[src/rtl/decode_queue_pkg.sv]
// Shared types for the decode queue: fetch-side lane packet, decoded packet,
// decoder select/function encodings and RV32 opcode constants.
package decode_queue_pkg;

  localparam int DEFAULT_W     = 2;
  localparam int DEFAULT_DEPTH = 8;

  localparam logic [31:0] WFI_INST = 32'h1050_0073;

  localparam logic [6:0] OPC_LUI    = 7'b0110111;
  localparam logic [6:0] OPC_AUIPC  = 7'b0010111;
  localparam logic [6:0] OPC_JAL    = 7'b1101111;
  localparam logic [6:0] OPC_JALR   = 7'b1100111;
  localparam logic [6:0] OPC_BRANCH = 7'b1100011;
  localparam logic [6:0] OPC_LOAD   = 7'b0000011;
  localparam logic [6:0] OPC_STORE  = 7'b0100011;
  localparam logic [6:0] OPC_OP_IMM = 7'b0010011;
  localparam logic [6:0] OPC_OP     = 7'b0110011;
  localparam logic [6:0] OPC_FENCE  = 7'b0001111;
  localparam logic [6:0] OPC_SYSTEM = 7'b1110011;

  typedef enum logic [1:0] {
    OPA_IS_RS1,
    OPA_IS_NPC,
    OPA_IS_PC,
    OPA_IS_ZERO
  } alu_opa_select_e;

  typedef enum logic [2:0] {
    OPB_IS_RS2,
    OPB_IS_I_IMM,
    OPB_IS_S_IMM,
    OPB_IS_B_IMM,
    OPB_IS_U_IMM,
    OPB_IS_J_IMM
  } alu_opb_select_e;

  typedef enum logic [3:0] {
    ALU_ADD, ALU_SUB, ALU_SLT, ALU_SLTU, ALU_AND, ALU_OR, ALU_XOR,
    ALU_SLL, ALU_SRL, ALU_SRA, ALU_MUL, ALU_MULH, ALU_MULHSU, ALU_MULHU
  } alu_func_e;

  typedef enum logic [2:0] {
    FU_ALU,
    FU_MULT,
    FU_LOAD,
    FU_STORE,
    FU_BRANCH
  } fu_sel_e;

  // One fetched lane as handed over by fetch.
  typedef struct packed {
    logic        valid;
    logic [31:0] inst;
    logic [31:0] pc;
    logic [31:0] npc;
  } if_dp_packet_t;

  // One decoded instruction as held in the queue and presented to dispatch.
  typedef struct packed {
    logic [31:0]     inst;
    logic [31:0]     pc;
    logic [31:0]     npc;
    alu_opa_select_e opa_select;
    alu_opb_select_e opb_select;
    alu_func_e       alu_func;
    logic            has_dest;
    logic            rd_mem;
    logic            wr_mem;
    logic            cond_branch;
    logic            uncond_branch;
    logic            csr_op;
    logic            halt;
    logic            illegal;
    fu_sel_e         fu_sel;
    logic            has_rs1;
    logic            has_rs2;
    logic            valid;
  } decoded_packet_t;

endpackage

[src/rtl/decode_queue_decoder.sv]
// Single-lane RV32IM decoder (purely combinational).
// Ports:
//   if_packet  in   fetched lane (inst, pc, npc, valid)
//   id_packet  out  decoded lane; control fields are inert when valid = 0
// Unknown or reserved encodings set illegal = 1 and are otherwise inert.
module decode_queue_decoder
  import decode_queue_pkg::*;
(
  input  if_dp_packet_t   if_packet,
  output decoded_packet_t id_packet
);

  logic [6:0] opcode;
  logic [2:0] funct3;
  logic [6:0] funct7;

  assign opcode = if_packet.inst[6:0];
  assign funct3 = if_packet.inst[14:12];
  assign funct7 = if_packet.inst[31:25];

  always_comb begin
    // NOTE: every field gets a default before the case so no path leaves
    // a field unassigned, which would otherwise infer a latch.
    id_packet               = '0;
    id_packet.inst          = if_packet.inst;
    id_packet.pc            = if_packet.pc;
    id_packet.npc           = if_packet.npc;
    id_packet.valid         = if_packet.valid;
    id_packet.opa_select    = OPA_IS_RS1;
    id_packet.opb_select    = OPB_IS_RS2;
    id_packet.alu_func      = ALU_ADD;
    id_packet.fu_sel        = FU_ALU;

    if (if_packet.valid) begin
      case (opcode)
        OPC_LUI: begin
          id_packet.has_dest   = 1'b1;
          id_packet.opa_select = OPA_IS_ZERO;
          id_packet.opb_select = OPB_IS_U_IMM;
        end
        OPC_AUIPC: begin
          id_packet.has_dest   = 1'b1;
          id_packet.opa_select = OPA_IS_PC;
          id_packet.opb_select = OPB_IS_U_IMM;
        end
        OPC_JAL: begin
          id_packet.has_dest      = 1'b1;
          id_packet.opa_select    = OPA_IS_PC;
          id_packet.opb_select    = OPB_IS_J_IMM;
          id_packet.uncond_branch = 1'b1;
          id_packet.fu_sel        = FU_BRANCH;
        end
        OPC_JALR: begin
          id_packet.has_dest      = 1'b1;
          id_packet.has_rs1       = 1'b1;
          id_packet.opb_select    = OPB_IS_I_IMM;
          id_packet.uncond_branch = 1'b1;
          id_packet.fu_sel        = FU_BRANCH;
          id_packet.illegal       = (funct3 != 3'b000);
        end
        OPC_BRANCH: begin
          id_packet.has_rs1     = 1'b1;
          id_packet.has_rs2     = 1'b1;
          id_packet.opa_select  = OPA_IS_PC;
          id_packet.opb_select  = OPB_IS_B_IMM;
          id_packet.cond_branch = 1'b1;
          id_packet.fu_sel      = FU_BRANCH;
          id_packet.illegal     = (funct3 == 3'b010) || (funct3 == 3'b011);
        end
        OPC_LOAD: begin
          id_packet.has_dest   = 1'b1;
          id_packet.has_rs1    = 1'b1;
          id_packet.opb_select = OPB_IS_I_IMM;
          id_packet.rd_mem     = 1'b1;
          id_packet.fu_sel     = FU_LOAD;
          id_packet.illegal    = (funct3 == 3'b011) || (funct3[2:1] == 2'b11);
        end
        OPC_STORE: begin
          id_packet.has_rs1    = 1'b1;
          id_packet.has_rs2    = 1'b1;
          id_packet.opb_select = OPB_IS_S_IMM;
          id_packet.wr_mem     = 1'b1;
          id_packet.fu_sel     = FU_STORE;
          id_packet.illegal    = (funct3 > 3'b010);
        end
        OPC_OP_IMM: begin
          id_packet.has_dest   = 1'b1;
          id_packet.has_rs1    = 1'b1;
          id_packet.opb_select = OPB_IS_I_IMM;
          case (funct3)
            3'b000: id_packet.alu_func = ALU_ADD;
            3'b010: id_packet.alu_func = ALU_SLT;
            3'b011: id_packet.alu_func = ALU_SLTU;
            3'b100: id_packet.alu_func = ALU_XOR;
            3'b110: id_packet.alu_func = ALU_OR;
            3'b111: id_packet.alu_func = ALU_AND;
            3'b001: begin
              id_packet.alu_func = ALU_SLL;
              id_packet.illegal  = (funct7 != 7'b0000000);
            end
            default: begin  // 3'b101: shift right, funct7 picks arithmetic
              id_packet.alu_func = (funct7 == 7'b0100000) ? ALU_SRA : ALU_SRL;
              id_packet.illegal  = (funct7 != 7'b0000000) && (funct7 != 7'b0100000);
            end
          endcase
        end
        OPC_OP: begin
          id_packet.has_dest = 1'b1;
          id_packet.has_rs1  = 1'b1;
          id_packet.has_rs2  = 1'b1;
          case (funct7)
            7'b0000000: begin
              case (funct3)
                3'b000:  id_packet.alu_func = ALU_ADD;
                3'b001:  id_packet.alu_func = ALU_SLL;
                3'b010:  id_packet.alu_func = ALU_SLT;
                3'b011:  id_packet.alu_func = ALU_SLTU;
                3'b100:  id_packet.alu_func = ALU_XOR;
                3'b101:  id_packet.alu_func = ALU_SRL;
                3'b110:  id_packet.alu_func = ALU_OR;
                default: id_packet.alu_func = ALU_AND;
              endcase
            end
            7'b0100000: begin
              case (funct3)
                3'b000:  id_packet.alu_func = ALU_SUB;
                3'b101:  id_packet.alu_func = ALU_SRA;
                default: id_packet.illegal  = 1'b1;
              endcase
            end
            7'b0000001: begin
              // Only the multiply half of the M extension is implemented;
              // divide encodings (funct3[2] set) are flagged illegal.
              id_packet.fu_sel = FU_MULT;
              case (funct3)
                3'b000:  id_packet.alu_func = ALU_MUL;
                3'b001:  id_packet.alu_func = ALU_MULH;
                3'b010:  id_packet.alu_func = ALU_MULHSU;
                3'b011:  id_packet.alu_func = ALU_MULHU;
                default: id_packet.illegal  = 1'b1;
              endcase
            end
            default: id_packet.illegal = 1'b1;
          endcase
        end
        OPC_FENCE: begin
          // Single in-order core: fences decode as no-ops.
        end
        OPC_SYSTEM: begin
          if (if_packet.inst == WFI_INST) begin
            id_packet.halt = 1'b1;
          end else if ((funct3 != 3'b000) && (funct3 != 3'b100)) begin
            id_packet.csr_op   = 1'b1;
            id_packet.has_dest = 1'b1;
            id_packet.has_rs1  = ~funct3[2];  // CSRRxI forms use a zimm
          end else begin
            id_packet.illegal = 1'b1;
          end
        end
        default: id_packet.illegal = 1'b1;
      endcase
    end
  end

endmodule

[src/rtl/decode_queue.sv]
// W-wide decode stage feeding an in-order circular buffer of decoded
// instructions, sitting between fetch and dispatch.
// Ports:
//   clock         in   system clock, rising edge
//   reset_n       in   asynchronous active-low reset
//   flush         in   squash buffered and incoming instructions
//   if_packet     in   W fetched lanes; lane i used only when valid
//   if_ready      out  fetch may present lanes this cycle
//   dp_packet     out  W oldest entries, lane 0 oldest
//   dp_valid      out  thermometer code, dp_valid[i] = (count > i)
//   dp_pop        in   lanes consumed by dispatch this cycle
//   free_slots    out  DEPTH - count
//   halt_pending  out  a WFI is buffered and not yet flushed
// DEPTH must be a power of two and at least 2*W; W is 1..4.
module decode_queue
  import decode_queue_pkg::*;
#(
  parameter int W     = DEFAULT_W,
  parameter int DEPTH = DEFAULT_DEPTH,
  parameter int CNT_W = $clog2(DEPTH + 1)
) (
  input  logic                   clock,
  input  logic                   reset_n,
  input  logic                   flush,
  input  if_dp_packet_t          if_packet [W],
  output logic                   if_ready,
  output decoded_packet_t        dp_packet [W],
  output logic [W-1:0]           dp_valid,
  input  logic [$clog2(W+1)-1:0] dp_pop,
  output logic [CNT_W-1:0]       free_slots,
  output logic                   halt_pending
);

  localparam int PTR_W  = $clog2(DEPTH);
  localparam int LANE_W = $clog2(W + 1);

  logic [PTR_W-1:0]  head;
  logic [PTR_W-1:0]  tail;
  logic [CNT_W-1:0]  count;
  logic              halt_q;

  decoded_packet_t   entries [DEPTH];
  decoded_packet_t   dec     [W];

  logic              accept;
  logic [W-1:0]      lane_keep;
  logic [LANE_W-1:0] lane_off [W];
  logic [LANE_W-1:0] push_cnt;
  logic              halt_push;

  // ---------------------------------------------------------------------
  // Per-lane decode
  // ---------------------------------------------------------------------
  for (genvar i = 0; i < W; i++) begin : g_dec
    decode_queue_decoder u_decoder (
      .if_packet (if_packet[i]),
      .id_packet (dec[i])
    );
  end

  // ---------------------------------------------------------------------
  // Acceptance: only registered state feeds if_ready, so dispatch's
  // dp_pop never reaches fetch combinationally. Requiring room for a
  // full group means any mix of valid lanes always fits.
  // ---------------------------------------------------------------------
  assign free_slots   = CNT_W'(DEPTH) - count;
  assign halt_pending = halt_q;
  assign if_ready     = (free_slots >= CNT_W'(W)) & ~halt_q;
  assign accept       = if_ready & ~flush;

  // ---------------------------------------------------------------------
  // Compaction and halt fence: a running count of kept lanes gives each
  // lane its slot offset from tail; once a kept lane decodes as halt the
  // younger lanes of the same group are dropped.
  // ---------------------------------------------------------------------
  always_comb begin
    // NOTE: blocking assignments here are deliberate; push_cnt and
    // halt_push are read back within the same pass to build the prefix sum.
    push_cnt  = '0;
    halt_push = 1'b0;
    lane_keep = '0;
    for (int i = 0; i < W; i++) begin
      lane_off[i]  = push_cnt;
      lane_keep[i] = accept & if_packet[i].valid & ~halt_push;
      if (lane_keep[i]) begin
        push_cnt = push_cnt + LANE_W'(1);
        if (dec[i].halt) halt_push = 1'b1;
      end
    end
  end

  // ---------------------------------------------------------------------
  // Entry storage
  // ---------------------------------------------------------------------
  // NOTE: the payload array has no reset; occupancy is tracked by the
  // pointers and count, so stale contents are never presented as valid.
  always_ff @(posedge clock) begin
    for (int i = 0; i < W; i++) begin
      if (lane_keep[i]) entries[tail + PTR_W'(lane_off[i])] <= dec[i];
    end
  end

  // ---------------------------------------------------------------------
  // Pointers, occupancy and halt latch. Pointers are exactly log2(DEPTH)
  // bits wide so they wrap for free. A pop frees slots only from the next
  // cycle on, since acceptance was decided on the pre-pop count.
  // ---------------------------------------------------------------------
  always_ff @(posedge clock or negedge reset_n) begin
    // NOTE: state registers use non-blocking assignments so every flop
    // samples the pre-edge values regardless of statement order.
    if (!reset_n) begin
      head   <= '0;
      tail   <= '0;
      count  <= '0;
      halt_q <= 1'b0;
    end else if (flush) begin
      head   <= '0;
      tail   <= '0;
      count  <= '0;
      halt_q <= 1'b0;
    end else begin
      head   <= head + PTR_W'(dp_pop);
      tail   <= tail + PTR_W'(push_cnt);
      count  <= count - CNT_W'(dp_pop) + CNT_W'(push_cnt);
      halt_q <= halt_q | halt_push;
    end
  end

  // ---------------------------------------------------------------------
  // Dispatch window
  // ---------------------------------------------------------------------
  for (genvar i = 0; i < W; i++) begin : g_dp
    assign dp_packet[i] = entries[head + PTR_W'(i)];
    assign dp_valid[i]  = (count > CNT_W'(i));
  end

  // Dispatch may never consume more lanes than are marked valid.
  a_pop_legal: assert property (@(posedge clock) disable iff (!reset_n)
    (CNT_W'(dp_pop) <= count) && (int'(dp_pop) <= W));

endmodule

[config.mk]
export PLATFORM = sky130hd
export DESIGN_NAME = decode_queue
export DESIGN_NICKNAME = d
export VERILOG_FILES = /design/src/rtl/decode_queue_pkg.sv /design/src/rtl/decode_queue_decoder.sv /design/src/rtl/decode_queue.sv
export SDC_FILE = /design/constraint.sdc
export NUM_CORES = 2
export LEC_CHECK = 0
export BUFFER_PORTS_ARGS = -buffer_cell sky130_fd_sc_hd__buf_2
export CAP_MARGIN = 15
export CORE_ASPECT_RATIO = 0.5
export CORE_MARGIN = 2
export CORE_UTILIZATION = 55
export CTS_BUF_LIST = sky130_fd_sc_hd__clkbuf_4 sky130_fd_sc_hd__clkbuf_8
export DETAILED_ROUTE_END_ITERATION = 7
export GPL_ROUTABILITY_DRIVEN = 0
export PLACE_DENSITY_LB_ADDON = 0.2
export REMOVE_ABC_BUFFERS = 1
export SLEW_MARGIN = 0
export SYNTH_ARGS = -nofsm -noshare
export SYNTH_HDL_FRONTEND = slang
export SYNTH_SLANG_ARGS = --single-unit
[constraint.sdc]
create_clock -name clock -period 15.44 [get_ports clock]
set_input_delay 1.544 -clock clock [delete_from_list [all_inputs] [get_ports clock]]
set_output_delay 1.544 -clock clock [all_outputs]
set_load 0.005 [all_outputs]
==> summary.txt <==
Synth
  • Mapped cell area: 57200 um^2
  • Most common flop cell mapped by yosys: edfxtp_1
  • Post-synth EDFFs: 952
  • Cell accounting for the most synthesized area: edfxtp_1
  • Gate Count Post-Synth: 5121
  • Yosys warnings: 0
  • Number of synthesized register bits: 963
  • Syn Area/Cell: 11.2 um^2
  • Sequential share of the synthesized area: 50.4%
  • Synth cell types: 68
  • Async SR Flop Fraction: 1.14%
  • Top-area cell type share of the netlist area: 49.9%
  • Largest cells by area after synthesis: edfxtp_1, mux4_2, nand2_1

Finish
  • Register area: 28900 um^2
  • Filler cell count: 8082
  • Most common cell after layout, fill and taps aside: nand2_1
  • Nets: 5455
  • Final Util: 60.6%
  • Layout cell share with drive strength beyond 1: 27.8%
  • Multi-input gate area: 25900 um^2
  • Commonest non-fill, non-tap cells in the layout: nand2_1, edfxtp_1, mux4_2
  • Area grow syn2layout: 8.95%

Clocking
  • Post_cts resized: 0
  • Worst-Skew Late Latency: 0.89 ns
  • CTS Sinks: 963
  • Clk pin slew, worst setup/hold paths: 0.07 ns
  • Num CTS Buffers: 147
  • CTS Buffer Depth: 3
  • CTS root buf: clkbuf_8
  • TritonCTS clock tree: yes
  • Hold Buf Count CTS: 0
  • Setup Buffers After CTS: 0
  • H-tree Lvls: 4

Route
  • Metal3 WL: 23400 um
  • Starting DRT DRC Count: 5866
  • DRT Wirelength: 183000 um
  • Met2 WL: 86900 um
  • Max layer used: met5
  • DR WL/cell: 27.0 um
  • DRT met1 WL: 65200 um
  • Router iterations before antenna repair: 6
  • Antenna Nets Post-Route: 0
  • Vias after detailed routing: 43100
  • DRC errors left: 0
  • Vias per inst: 6.36

Critical path
  • CP delay by family, top: buffers and inverters
  • R2r setup slk: 9.78 ns
  • CP cell instances: buf_4 > buf_4 > buf_4 > mux4_2 > mux2_2 > buf_2
  • Crit path largest cell delay: 0.90 ns
  • Slowest cell on crit path: dfrtp_4
  • Worst Path Required: 13.90 ns
  • Critical path arrival: 5.68 ns
  • Cell mode on critical path: buf_4
  • CP Launch Type: flip-flop
  • Worst setup EP type: output port
  • WS Path Type: reg2out
  • Critical path fanouts, max: 60
  • Buf/Inv on CP: 4

Timing
  • RSZ-0062 raised after global routing: no
  • Hold Vio Cnt, Final: 0
  • Period utilization: 46.8%
  • Slew HR: 18.5%
  • Slew @ Worst Pin: 1.21 ns
  • Setup-failing EPs final: 0
  • Slew Viols, Final: 0
  • FMAX: 138 MHz
  • Min Tclk post-route: 7.22 ns
  • Worst clock skew: 0.0441 ns
  • Final worst slack: 8.22 ns

Floorplan
  • # IOs: 445
  • FP Rows: 83
  • Core Box Area: 103000 um^2
  • Die Wd: 460 um
  • Initial core utilization: 55.6%
  • Height of the die: 232 um
  • Die Area: 107000 um^2

Job
  • Maxcap violations: 0

Pwr
  • P_int: 5.56 mW
  • Power Dens Cells: 134 nW/um^2
  • Clk network pwr share: 25.7%
  • Sw Ratio: 33.4%
  • VDD IR max: 0.0000957 V
  • Sequential share of power: 41.4%
  • Gate power share: 32.9%
  • NetSw: 2.79 mW
  • Lkg Pwr: 23.9 nW
  • Tot Pwr: 8.35 mW

Worst hold path
  • Class of the worst hold path: in2async

GRT
  • Gr ovfl total: 0
  • Global-route wire length before repair: 268000 um
  • Vias in the first global route: 42500
  • Initial antenna violation count: 35
  • Largest net degree at the start of global routing: 120
  • Gr usage total: 34.3%

Placement
  • Buffers added on ports: 444
  • Post-detail-place hpwl: 103000 um
  • Pre-CTS setup slack: 8.95 ns

Run status
  • Status: complete, no violations
per-layer routing:
metal,up-vias,GRT usage [%]
li1,18300,-
met1,21100,46.5
met2,3195,53.6
met3,468,6.99
met4,8,16.0
met5,-,0
sequential cells by signal, indices dropped and copies added, names as in the netlist:
| register | cells |
|---|---|
| head | 3 |
| halt_pending | 1 |
| tail | 3 |
| count | 4 |
| entries | 952 |
final timing paths:
| path | startpoint | to | depth (start not counted) |
|---|---|---|---|
| worst max-delay path | head[0] | dp_packet[50] | 6 |
| worst min-delay path | reset_n | count[2] | 1 |
| worst max register to register | count[0] | entries[3][100] | 14 |
| worst min register to register | halt_pending | halt_pending | 2 |
| max in group asynchronous | reset_n | head[1] | 1 |
| min in group clock | halt_pending | halt_pending | 2 |
power by group through the flow:
stage | Clock (mW) | Combinational [mW] | Sequential [mW]
floorplan | 0 | 1.95 | 3.65
global placement | 0 | 2.67 | 3.48
detailed placement | 0 | 2.71 | 3.51
CTS | 2.15 | 2.72 | 3.45
global route | 2.26 | 2.89 | 3.48
finish | 2.15 | 2.74 | 3.45
through the flow:
stage | instance area [um^2] | instances | hold WS, ns | TNS [ns]
floorplan | 54700 | 4571 | 0.571 | -1043.53
global placement | 59500 | 6488 | 0.596 | 0
detailed placement | 59500 | 6488 | 0.612 | 0
CTS | 62300 | 6742 | 0.471 | 0
global route | 62400 | 6769 | 0.525 | 0
finish | 62400 | 6772 | 0.528 | 0
logic make-up after synthesis:
kind of cell,count (synthesis),share of synthesized area [%]
buf+inv,574,4.63
compound gates,245,2.42
mux,771,24.4
simple gates,2536,17.4
xor+xnor,13,0.199
flops,963,50.4
fa+ha+maj,19,0.468
synthesized netlist by cell type, drive strengths merged, types with 3 or more instances:
| master | number |
|---|---|
| nand4 | 12 |
| nand2 | 2357 |
| fa | 4 |
| clkbuf | 245 |
| nand3 | 20 |
| buf | 305 |
| inv | 24 |
| nor3 | 16 |
| a211oi | 4 |
| nor2 | 46 |
| and3 | 6 |
| a31oi | 3 |
| o31ai | 8 |
| and2 | 3 |
| a21boi | 4 |
| or4b | 4 |
| nand2b | 23 |
| mux2i | 57 |
| xor2 | 5 |
| a2111oi | 3 |
| o211ai | 3 |
| nor4 | 11 |
| o32ai | 5 |
| nor4b | 3 |
| nor2b | 11 |
| mux2 | 238 |
| or4 | 3 |
| xnor2 | 8 |
| ha | 15 |
| o21ai | 170 |
| o22ai | 4 |
| mux4 | 476 |
| or3 | 4 |
| edfxtp | 952 |
| a21oi | 25 |
| nand3b | 4 |
| dfrtp | 11 |
area by class of cell:
class	count	share of cell area, %
diodes	28	0.112
clock buffers	196	3.94
clock inverters	58	0.556
inverters	24	0.144
multi-input cells	3584	41.5
flip-flops and latches	963	46.3
well taps	1402	2.81
repair buffers	517	4.58
Power figures use the tool's default switching activity.
